<file path="src/rtl/keypad_pkg.sv">
// Shared definitions for the keypad scanner: FSM states, key map, column drive
// patterns and default parameter values.
package keypad_pkg;

  typedef enum logic [1:0] {
    ST_SCAN     = 2'd0,
    ST_DEBOUNCE = 2'd1,
    ST_PRESSED  = 2'd2,
    ST_RELEASE  = 2'd3
  } state_e;

  localparam int DEF_SCAN_CYCLES    = 50000;
  localparam int DEF_DEBOUNCE_SCANS = 4;
  localparam int DEF_REPEAT_SCANS   = 100;

  // Nibble {row, col} holds the hex code of that key; row 0 / col 0 is the low nibble.
  localparam logic [63:0] KEY_MAP = {
    4'hD, 4'hE, 4'hF, 4'h0,
    4'hC, 4'h9, 4'h8, 4'h7,
    4'hB, 4'h6, 4'h5, 4'h4,
    4'hA, 4'h3, 4'h2, 4'h1
  };

  localparam logic [15:0] COL_PATTERNS = {4'b0111, 4'b1011, 4'b1101, 4'b1110};
  localparam logic [3:0]  ROWS_IDLE    = 4'b1111;

  function automatic logic [3:0] key_map(input logic [1:0] row, input logic [1:0] col);
    return KEY_MAP[{row, col, 2'b00} +: 4];
  endfunction

  function automatic logic [3:0] col_pattern(input logic [1:0] idx);
    return COL_PATTERNS[{idx, 2'b00} +: 4];
  endfunction

  function automatic logic is_single(input logic [3:0] r);
    logic single;
    case (r)
      4'b1110, 4'b1101, 4'b1011, 4'b0111: single = 1'b1;
      default:                            single = 1'b0;
    endcase
    return single;
  endfunction

  function automatic logic [1:0] row_index(input logic [3:0] r);
    logic [1:0] idx;
    case (r)
      4'b1101: idx = 2'd1;
      4'b1011: idx = 2'd2;
      4'b0111: idx = 2'd3;
      default: idx = 2'd0;
    endcase
    return idx;
  endfunction

endpackage

</file>
<file path="src/rtl/keypad_row_sync.sv">
// Two-flop synchronizer for the asynchronous active-low keypad rows;
// resets to the idle (all released) pattern.
module keypad_row_sync
  import keypad_pkg::*;
(
  input  logic       clk,
  input  logic       reset,
  input  logic [3:0] rows_i,
  output logic [3:0] rows_o
);

  logic [3:0] meta_q;
  logic [3:0] sync_q;

  always_ff @(posedge clk) begin
    if (reset) begin
      meta_q <= ROWS_IDLE;
      sync_q <= ROWS_IDLE;
    end else begin
      meta_q <= rows_i;
      sync_q <= meta_q;
    end
  end

  assign rows_o = sync_q;

endmodule

</file>
<file path="src/rtl/keypad_scanner.sv">
// 4x4 keypad scanner: column strobing, press/release debounce and a 4-digit value register.
// Build option: define KEYPAD_AUTOREPEAT_EN to re-strobe a key held for REPEAT_SCANS samples.
module keypad_scanner
  import keypad_pkg::*;
#(
  parameter int SCAN_CYCLES    = DEF_SCAN_CYCLES,
  parameter int DEBOUNCE_SCANS = DEF_DEBOUNCE_SCANS,
  parameter int REPEAT_SCANS   = DEF_REPEAT_SCANS
) (
  input  logic        clk,
  input  logic        reset,
  input  logic [3:0]  rows,
  input  logic        clear,
  output logic [3:0]  cols,
  output logic        key_valid,
  output logic [3:0]  key_code,
  output logic [15:0] value
);

  localparam int CW = $clog2(SCAN_CYCLES);
  localparam int DW = $clog2(DEBOUNCE_SCANS + 1);
  localparam logic [CW-1:0] CNT_LAST = CW'(SCAN_CYCLES - 1);
  localparam logic [CW-1:0] CNT_ONE  = CW'(1);
  localparam logic [DW-1:0] DB_ONE   = DW'(1);
  localparam logic [DW-1:0] DB_LAST  = DW'(DEBOUNCE_SCANS);

  if (SCAN_CYCLES < 4 || DEBOUNCE_SCANS < 1 || REPEAT_SCANS < 1) begin : g_bad_params
    $error("keypad_scanner: parameter out of range");
  end

  logic [3:0]    rows_s;
  logic          sample_s;
  logic          single_s;
  logic          same_s;
  logic          idle_s;
  logic [1:0]    next_col_s;
  logic [DW-1:0] dcnt_inc_s;
  logic [DW-1:0] rcnt_inc_s;

  state_e        state_q;
  logic [CW-1:0] cnt_q;
  logic [1:0]    col_q;
  logic [1:0]    row_q;
  logic [3:0]    cols_q;
  logic [DW-1:0] dcnt_q;
  logic [DW-1:0] rcnt_q;
  logic          key_valid_q;
  logic [3:0]    key_code_q;
  logic [15:0]   value_q;

`ifdef KEYPAD_AUTOREPEAT_EN
  localparam int HW = $clog2(REPEAT_SCANS + 1);
  localparam logic [HW-1:0] REP_ONE  = HW'(1);
  localparam logic [HW-1:0] REP_LAST = HW'(REPEAT_SCANS);
  logic [HW-1:0] hcnt_q;
  logic [HW-1:0] hcnt_inc_s;
  assign hcnt_inc_s = hcnt_q + REP_ONE;
`endif

  keypad_row_sync u_row_sync (
    .clk    (clk),
    .reset  (reset),
    .rows_i (rows),
    .rows_o (rows_s)
  );

  assign sample_s   = (cnt_q == CNT_LAST);
  assign single_s   = is_single(rows_s);
  assign same_s     = single_s && (row_index(rows_s) == row_q);
  assign idle_s     = (rows_s == ROWS_IDLE);
  assign next_col_s = col_q + 2'd1;
  assign dcnt_inc_s = dcnt_q + DB_ONE;
  assign rcnt_inc_s = rcnt_q + DB_ONE;

  // Key strobe/code are registered on entry to PRESSED; value shifts as PRESSED ends.
  always_ff @(posedge clk) begin
    if (reset) begin
      state_q     <= ST_SCAN;
      cnt_q       <= {CW{1'b0}};
      col_q       <= 2'd0;
      row_q       <= 2'd0;
      cols_q      <= 4'b1110;
      dcnt_q      <= {DW{1'b0}};
      rcnt_q      <= {DW{1'b0}};
      key_valid_q <= 1'b0;
      key_code_q  <= 4'h0;
      value_q     <= 16'h0000;
`ifdef KEYPAD_AUTOREPEAT_EN
      hcnt_q      <= {HW{1'b0}};
`endif
    end else begin
      cnt_q       <= sample_s ? {CW{1'b0}} : cnt_q + CNT_ONE;
      key_valid_q <= 1'b0;
      if (clear) begin
        value_q <= 16'h0000;
      end
      case (state_q)
        ST_SCAN: begin
          if (sample_s) begin
            if (single_s) begin
              row_q  <= row_index(rows_s);
              dcnt_q <= DB_ONE;
              if (DEBOUNCE_SCANS == 32'd1) begin
                state_q     <= ST_PRESSED;
                key_valid_q <= 1'b1;
                key_code_q  <= key_map(row_index(rows_s), col_q);
              end else begin
                state_q <= ST_DEBOUNCE;
              end
            end else begin
              col_q  <= next_col_s;
              cols_q <= col_pattern(next_col_s);
            end
          end
        end
        ST_DEBOUNCE: begin
          if (sample_s) begin
            if (same_s) begin
              dcnt_q <= dcnt_inc_s;
              if (dcnt_inc_s == DB_LAST) begin
                state_q     <= ST_PRESSED;
                key_valid_q <= 1'b1;
                key_code_q  <= key_map(row_q, col_q);
              end
            end else begin
              state_q <= ST_SCAN;
              dcnt_q  <= {DW{1'b0}};
              col_q   <= next_col_s;
              cols_q  <= col_pattern(next_col_s);
            end
          end
        end
        ST_PRESSED: begin
          value_q <= clear ? {12'h000, key_code_q} : {value_q[11:0], key_code_q};
          state_q <= ST_RELEASE;
          rcnt_q  <= {DW{1'b0}};
`ifdef KEYPAD_AUTOREPEAT_EN
          hcnt_q  <= {HW{1'b0}};
`endif
        end
        ST_RELEASE: begin
          if (sample_s) begin
            if (idle_s) begin
              if (rcnt_inc_s == DB_LAST) begin
                state_q <= ST_SCAN;
                rcnt_q  <= {DW{1'b0}};
                col_q   <= next_col_s;
                cols_q  <= col_pattern(next_col_s);
              end else begin
                rcnt_q <= rcnt_inc_s;
              end
            end else begin
              rcnt_q <= {DW{1'b0}};
            end
`ifdef KEYPAD_AUTOREPEAT_EN
            if (same_s) begin
              if (hcnt_inc_s == REP_LAST) begin
                state_q     <= ST_PRESSED;
                key_valid_q <= 1'b1;
                key_code_q  <= key_map(row_q, col_q);
                hcnt_q      <= {HW{1'b0}};
              end else begin
                hcnt_q <= hcnt_inc_s;
              end
            end else begin
              hcnt_q <= {HW{1'b0}};
            end
`endif
          end
        end
        default: begin
          state_q <= ST_SCAN;
        end
      endcase
    end
  end

  assign cols      = cols_q;
  assign key_valid = key_valid_q;
  assign key_code  = key_code_q;
  assign value     = value_q;

endmodule

</file>
<file path="config.mk">
export PLATFORM = sky130hd
export DESIGN_NAME = keypad_scanner
export DESIGN_NICKNAME = d
export VERILOG_FILES = /design/src/rtl/keypad_pkg.sv /design/src/rtl/keypad_row_sync.sv /design/src/rtl/keypad_scanner.sv
export SDC_FILE = /design/constraint.sdc
export NUM_CORES = 1
export LEC_CHECK = 0
export BUFFER_PORTS_ARGS = -buffer_cell sky130_fd_sc_hd__buf_2
export CAP_MARGIN = 20
export CORE_MARGIN = 5
export CORE_UTILIZATION = 52
export DETAILED_ROUTE_END_ITERATION = 8
export GPL_ROUTABILITY_DRIVEN = 0
export PLACE_DENSITY = 0.8
export SYNTH_ARGS = -nofsm -noshare
export SYNTH_HDL_FRONTEND = slang
export SYNTH_SLANG_ARGS = --single-unit
</file>
<file path="constraint.sdc">
create_clock -name clk -period 1.9 [get_ports clk]
set_input_delay 0.19 -clock clk [delete_from_list [all_inputs] [get_ports clk]]
set_output_delay 0.19 -clock clk [all_outputs]
set_load 0.01 [all_outputs]
</file>
**After elaboration in Yosys (flattened, before gate mapping)**

Index checks and enable logic that the tools add are counted.

- $add $sub $neg: 4
- Eq/ne operators: 21
- Shift-type cells: 2
- Muxes and demuxes: 40
- Bitwise logic cells: 3
- Reductions and logical operators: 15

Operators with widths:

| kind | count |
|---|---|
| $shiftx A64 B7 Y4 const A | 1 |
| $mux W16 | 3 |
| $mux W2 | 15 |
| $mux W4 | 7 |
| $mux W3 | 7 |
| $add A16 B1 Y16 const B | 1 |
| $eq A16 B16 Y1 const B | 1 |
| $eq A4 B4 Y1 const B | 4 |
| $ne A2 B2 Y1 const B | 8 |
| $shiftx A16 B5 Y4 const A | 1 |
| $pmux W2 S3 | 2 |
| $pmux W3 S2 | 2 |
| $pmux W4 S3 | 1 |
| $pmux W2 S4 | 1 |
| $reduce_and A4 Y1 | 2 |
| $reduce_and A8 Y1 | 1 |
| $reduce_or A4 Y1 | 2 |
| $reduce_and A7 Y1 | 1 |
| $add A3 B1 Y3 const B | 2 |
| $eq A3 B3 Y1 const B | 2 |
| $reduce_bool A2 Y1 | 3 |
| $eq A2 B2 Y1 const B | 2 |
| $eq A4 B3 Y1 const B | 1 |
| $ne A3 B3 Y1 const B | 1 |
| other kinds (11) | 14 |

- Bits in registers: 61
- Output and inout bits: 25
- Word-level logic and storage cells: 97

**Depth between registers and ports, before layout**

- Word-level depth: 7
- Gate-level depth with buffers: 7
- Mapped depth without buffers: 6

**By module**

A second synthesis with hierarchy kept.

- Cells, all modules: 329
- Area total of the unflattened synthesis: 2,822.7 um^2

By module, submodules not included:

| module | times used | cells an instance | area an instance (um^2) |
|---|---|---|---|
| keypad_scanner | 1 | 313 | 2,612.5 |
| keypad_row_sync | 1 | 16 | 210.2 |

**Worst setup path before layout**

No wires, ideal clock.

- Path kind: reg2reg
- Start point: reg row_q[0]
- End point: reg col_q[0]
- Arrival time: 1.884 ns
- Path slack: -0.105 ns
- Stages on the path, launching flop included: 7
- Buffers on the path: 1
- Period minus slack after synthesis: 2.005 ns
- Cells stage by stage: dfxtp_1 > buf_6 > and3b_1 > o2111a_1 > or4_4 > a31oi_4 > mux2_4

- Cells in the longest elaborated chain, start to end: 4

RTL lines:

| item | RTL line | text |
|---|---|---|
| start, declared | keypad_scanner.sv:43 | `logic [1:0] row_q;` |
| start signal, assigned | keypad_scanner.sv:101 | `row_q <= row_index(rows_s);` |
| $eq A2 B2 Y1 | keypad_scanner.sv:69 | `assign same_s = single_s && (row_index(rows_s) == row_q);` |
| $logic_and A1 B1 Y1 | keypad_scanner.sv:69 |  |
| $ne A2 B2 Y1 (no source line) | n/a |  |
| $reduce_and A8 Y1 (no source line) | n/a |  |
| end signal, assigned | keypad_scanner.sv:111 | `col_q <= next_col_s;` |
| end signal, assigned | keypad_scanner.sv:128 | `col_q <= next_col_s;` |
| end signal, assigned | keypad_scanner.sv:147 | `col_q <= next_col_s;` |
| end, declared | keypad_scanner.sv:42 | `logic [1:0] col_q;` |

Every way passes these cells.
A chain may end at the register's enable or synchronous reset.

**Worst setup path in the final report**

- Start point: reg u_row_sync.sync_q[3] (netlist: u_row_sync.rows_o[3])
- End point: reg col_q[0]

- Cells in the longest elaborated chain, start to end: 6
- Elaborated cells on any way between the ends: 14
- Classes of those cells: 9 x eq/ne; 2 x mux; 3 x reduce/logical

RTL lines:

| item | RTL line | text |
|---|---|---|
| start, declared | keypad_row_sync.sv:13 | `logic [3:0] sync_q;` |
| start signal, assigned | keypad_row_sync.sv:21 | `sync_q <= meta_q;` |
| $eq A4 B3 Y1, or another cell as far along | keypad_pkg.sv:37, keypad_pkg.sv:46 |  |
| $pmux W2 S3 / $reduce_or A4 Y1 (equally long branches) | keypad_pkg.sv:46, keypad_pkg.sv:37 |  |
| $eq A2 B2 Y1 / $mux W1 (equally long branches) | keypad_scanner.sv:69, keypad_pkg.sv:37 |  |
| $logic_and A1 B1 Y1 | keypad_scanner.sv:69 |  |
| $ne A2 B2 Y1 (no source line) | n/a |  |
| $reduce_and A8 Y1 (no source line) (*) | n/a |  |

Mark *: on every way between the ends. The rest lies on a longest branch, timed or not.

==> run_results.csv <==
group,metric,value,unit
timing,tightest_slew,0.3881,ns
layout,regArea,0.001229,mm2
global_routing,grt_usage,0.1726,
outcome,status,"finished clean",
route,post_drt_wl_per_cell,13.24,um
synth,netlist_top_cells_area,"dfxtp_1 43%, a21oi_1 5.8%, nand2_1 5.4%, ha_1 4.9%, nor2_1 4.1%",
hold_path,hp-class,"in2reg",
clocking,cts_inserted_buffers,9,
layout,antennaDiodeCount,0,
clocking,cts_sinks,61,
clocking,clockBufferDepth,2,
placed_design,hpwl,4.158,mm
route,num_vias,2432,
clocking,h-tree-depth,3,
power_and_ir_drop,comb_power_share,0.036,
timing,fin_worst_skew,0.005802,ns
layout,final_cell_area,0.003583,mm2
timing,max_freq,0.5325,GHz
job,cap_violations,0,
timing,rsz0062_at_grt,"yes",
power_and_ir_drop,intPower,2141,uW
die,rows,26,
global_routing,grt_pass1_wl,9.867,mm
route,final_antenna_net_count,0,
synth,syn_nets,340,
synth,ys_top_cells_by_count,"61 x dfxtp_1, 41 x nand2_1, 33 x a21oi_1, 31 x nor2_1, 12 x xor2_1",
synth,ys_warn_count,0,
timing,post-route-period-util,0.9884,
power_and_ir_drop,fin_total_pwr,2702,uW
synth,syn-instance-count,322,
die,io_pins,32,
synth,ys_async_sr_fraction,0,
timing,whs,0.02826,ns
synth,synth_area_leader_cell,"dfxtp_1",
setup_path,critical_path_class,"reg2reg",
setup_path,required,2.13,ns
layout,nets,401,
global_routing,grt_pass1_vias,2273,
power_and_ir_drop,p_per_area,754.1,mW/mm2
route,avgViaCountPerCell,5.310,
synth,synth.distinct_cells,53,
power_and_ir_drop,p_seq_frac,0.482,
synth,synth-edff-count,0,
clocking,cts_setup_buffers,0,
setup_path,cp.arrival,2.11,ns
global_routing,grt_max_degree,26,
die,core,0.005205,mm2
synth,syn_area_per_cell,8.789,um2
route,routed_wl,6.066,mm
route,drtPass1Iterations,4,
clocking,cts_tree,"yes",
setup_path,path_max_fanout,5,
placed_design,dpl_cell_area,0.003274,mm2
hold_path,holdPathStages,2,
synth,seq_area_frac_synth,0.4315,
die,dieHeight,83.78,um
power_and_ir_drop,p_sw,561.6,uW
timing,timing.slew.headroom,0.7406,
clocking,clk_pin_slew,0.07,ns
placed_design,numPortBuffers,31,
layout,drive_gt1_frac,0.2964,
die,die_area,0.007018,mm2
power_and_ir_drop,vdd_drop_max,0.0004221,V
timing,finalCriticalPeriod,1.878,ns
clocking,clk_latency,0.34,ns
setup_path,critPathLaunchType,"register",
layout,utilization,0.6885,
route,drt_iter0_drc,144,
power_and_ir_drop,p_leak,0.001457,uW
synth,synth_ff_type,"dfxtp_1",
layout,multiInputGateArea,0.001574,mm2
layout,area_delta_synth_final,26.61,%
power_and_ir_drop,p_sw_frac,0.2078,
synth,synth.most_common_cell,"dfxtp_1",
setup_path,r2r_cells,5,
synth,synth_top_area_share,0.4315,
synth,yosys_register_bits,61,
die,initial_utilization,0.5437,
timing,finalHoldViolCount,0,
global_routing,antenna_found_initial,0,
synth,syn_area,0.002830,mm2
setup_path,worstSetupEndpointType,"register",
route,drcViolationCount,0,
power_and_ir_drop,p_clk_frac,0.482,
clocking,cts_root_buf,"clkbuf_8",
global_routing,grt_overflow,0,
timing,slew_violations,0,
timing,setup_viol,0,
layout,n_fill_cell,392,
timing,tns,0,ns
die,die_w,83.78,um
-- per-stage QoR --
stage / setup WS (ns) / instances
after floorplan: -0.07949 / 322
after global placement: 0.01648 / 442
after detailed placement: -0.05119 / 442
after CTS: 0.006883 / 458
after global routing: -0.06047 / 458
final: 0.02202 / 458
-- flip-flops by register name (all words and copies together), names as in the netlist, named ones only --
signal and flops:
u_row_sync.meta_q 4, value 16, key_code 4, key_valid 1
u_row_sync.rows_o 4, rcnt_q 3, cnt_q 16, col_q 2
state_q 1, row_q 2, cols 4, dcnt_q 3
-- final timing paths --
path / start / end / slack, ns
max: u_row_sync.rows_o[3]$_SDFF_PP1_ / col_q[0]$_SDFFE_PP0P_ / 0.02
min: rows[3] / u_row_sync.meta_q[3]$_SDFF_PP1_ / 0.03
max reg2reg: u_row_sync.rows_o[3]$_SDFF_PP1_ / col_q[0]$_SDFFE_PP0P_ / 0.02
min reg2reg: u_row_sync.meta_q[2]$_SDFF_PP1_ / u_row_sync.rows_o[2]$_SDFF_PP1_ / 0.42
-- kinds of logic (layout without fill, tap and decap cells) --
group           Yosys count  count (layout)  synth area share
xor+xnor                 17              17           0.05261
compound gates           62              62            0.1401
mux                      10              10           0.03891
buf+inv                  24              90           0.03802
fa+ha+maj                11              11           0.04863
simple gates            137             137            0.2502
flops                    61              61            0.4315
-- cell usage in the layout (no fill, tap or decap), types with 2 or more instances in the layout --
| cell type | netlist | final |
|---|---|---|
| a21oi_1 | 33 | 32 |
| a311oi_1 | 3 | 3 |
| and3_1 | 7 | 6 |
| and4_1 | 3 | 3 |
| buf_2 | 2 | 31 |
| buf_4 | 2 | 34 |
| bufinv_16 | 0 | 2 |
| clkbuf_8 | 0 | 11 |
| clkinv_2 | 0 | 2 |
| dfxtp_1 | 61 | 55 |
| dfxtp_2 | 0 | 6 |
| ha_1 | 11 | 9 |
| ha_2 | 0 | 2 |
| inv_1 | 7 | 7 |
| mux2_4 | 2 | 2 |
| mux2i_1 | 8 | 8 |
| nand2_1 | 41 | 41 |
| nand2b_1 | 3 | 3 |
| nand3_1 | 8 | 8 |
| nand4_1 | 4 | 4 |
| nor2_1 | 31 | 31 |
| nor2b_1 | 7 | 7 |
| nor3_1 | 2 | 2 |
| nor3b_1 | 7 | 7 |
| nor4bb_4 | 0 | 2 |
| o211ai_1 | 2 | 2 |
| o21ai_0 | 8 | 8 |
| o22ai_1 | 2 | 2 |
| or2_2 | 10 | 10 |
| or3_1 | 2 | 2 |
| or4_4 | 1 | 2 |
| xnor2_1 | 5 | 5 |
| xor2_1 | 12 | 12 |
-- what timing repair did --
action,CTS,global route
hold buffers,0,0
cloned,0,0
pin swaps,2,3
resized for setup,5,16
endpoints found under the setup margin,11,14
-- cell type report --
type,instances,area share
clock buffer,12,0.04330
clock inverter,4,0.01955
inverter,7,0.007332
multi-input combinational,237,0.4392
sequential,61,0.3429
tap,70,0.02444
timing repair buffer,67,0.1233
-- routing by layer --
metal,GRT usage,vias up,wire [um]
li1,-,1237,-
met1,0.2136,1117,2688
met2,0.2748,62,2928
met3,0.03751,16,324
met4,0.1009,0,124
met5,0,-,0
-- power by group through the flow --
stage | sequential [uW] | clock, uW | combinational [uW]
5_1_grt | 1300 | 1380 | 107
3_3_place_gp | 1330 | 0 | 91.4
3_5_place_dp | 1330 | 0 | 93.1
4_1_cts | 1300 | 1320 | 93.5
2_1_floorplan | 1330 | 0 | 63.6
6_report | 1300 | 1300 | 96.4
-- critical path: stages (launching register included) --
cell and delay, ns:
dfxtp_2 0.36, and3b_1 0.19, o2111a_1 0.24, or4_4 0.43, a31oi_4 0.23, mux2_4 0.32
Note: power is estimated with default switching activity, not from simulation.
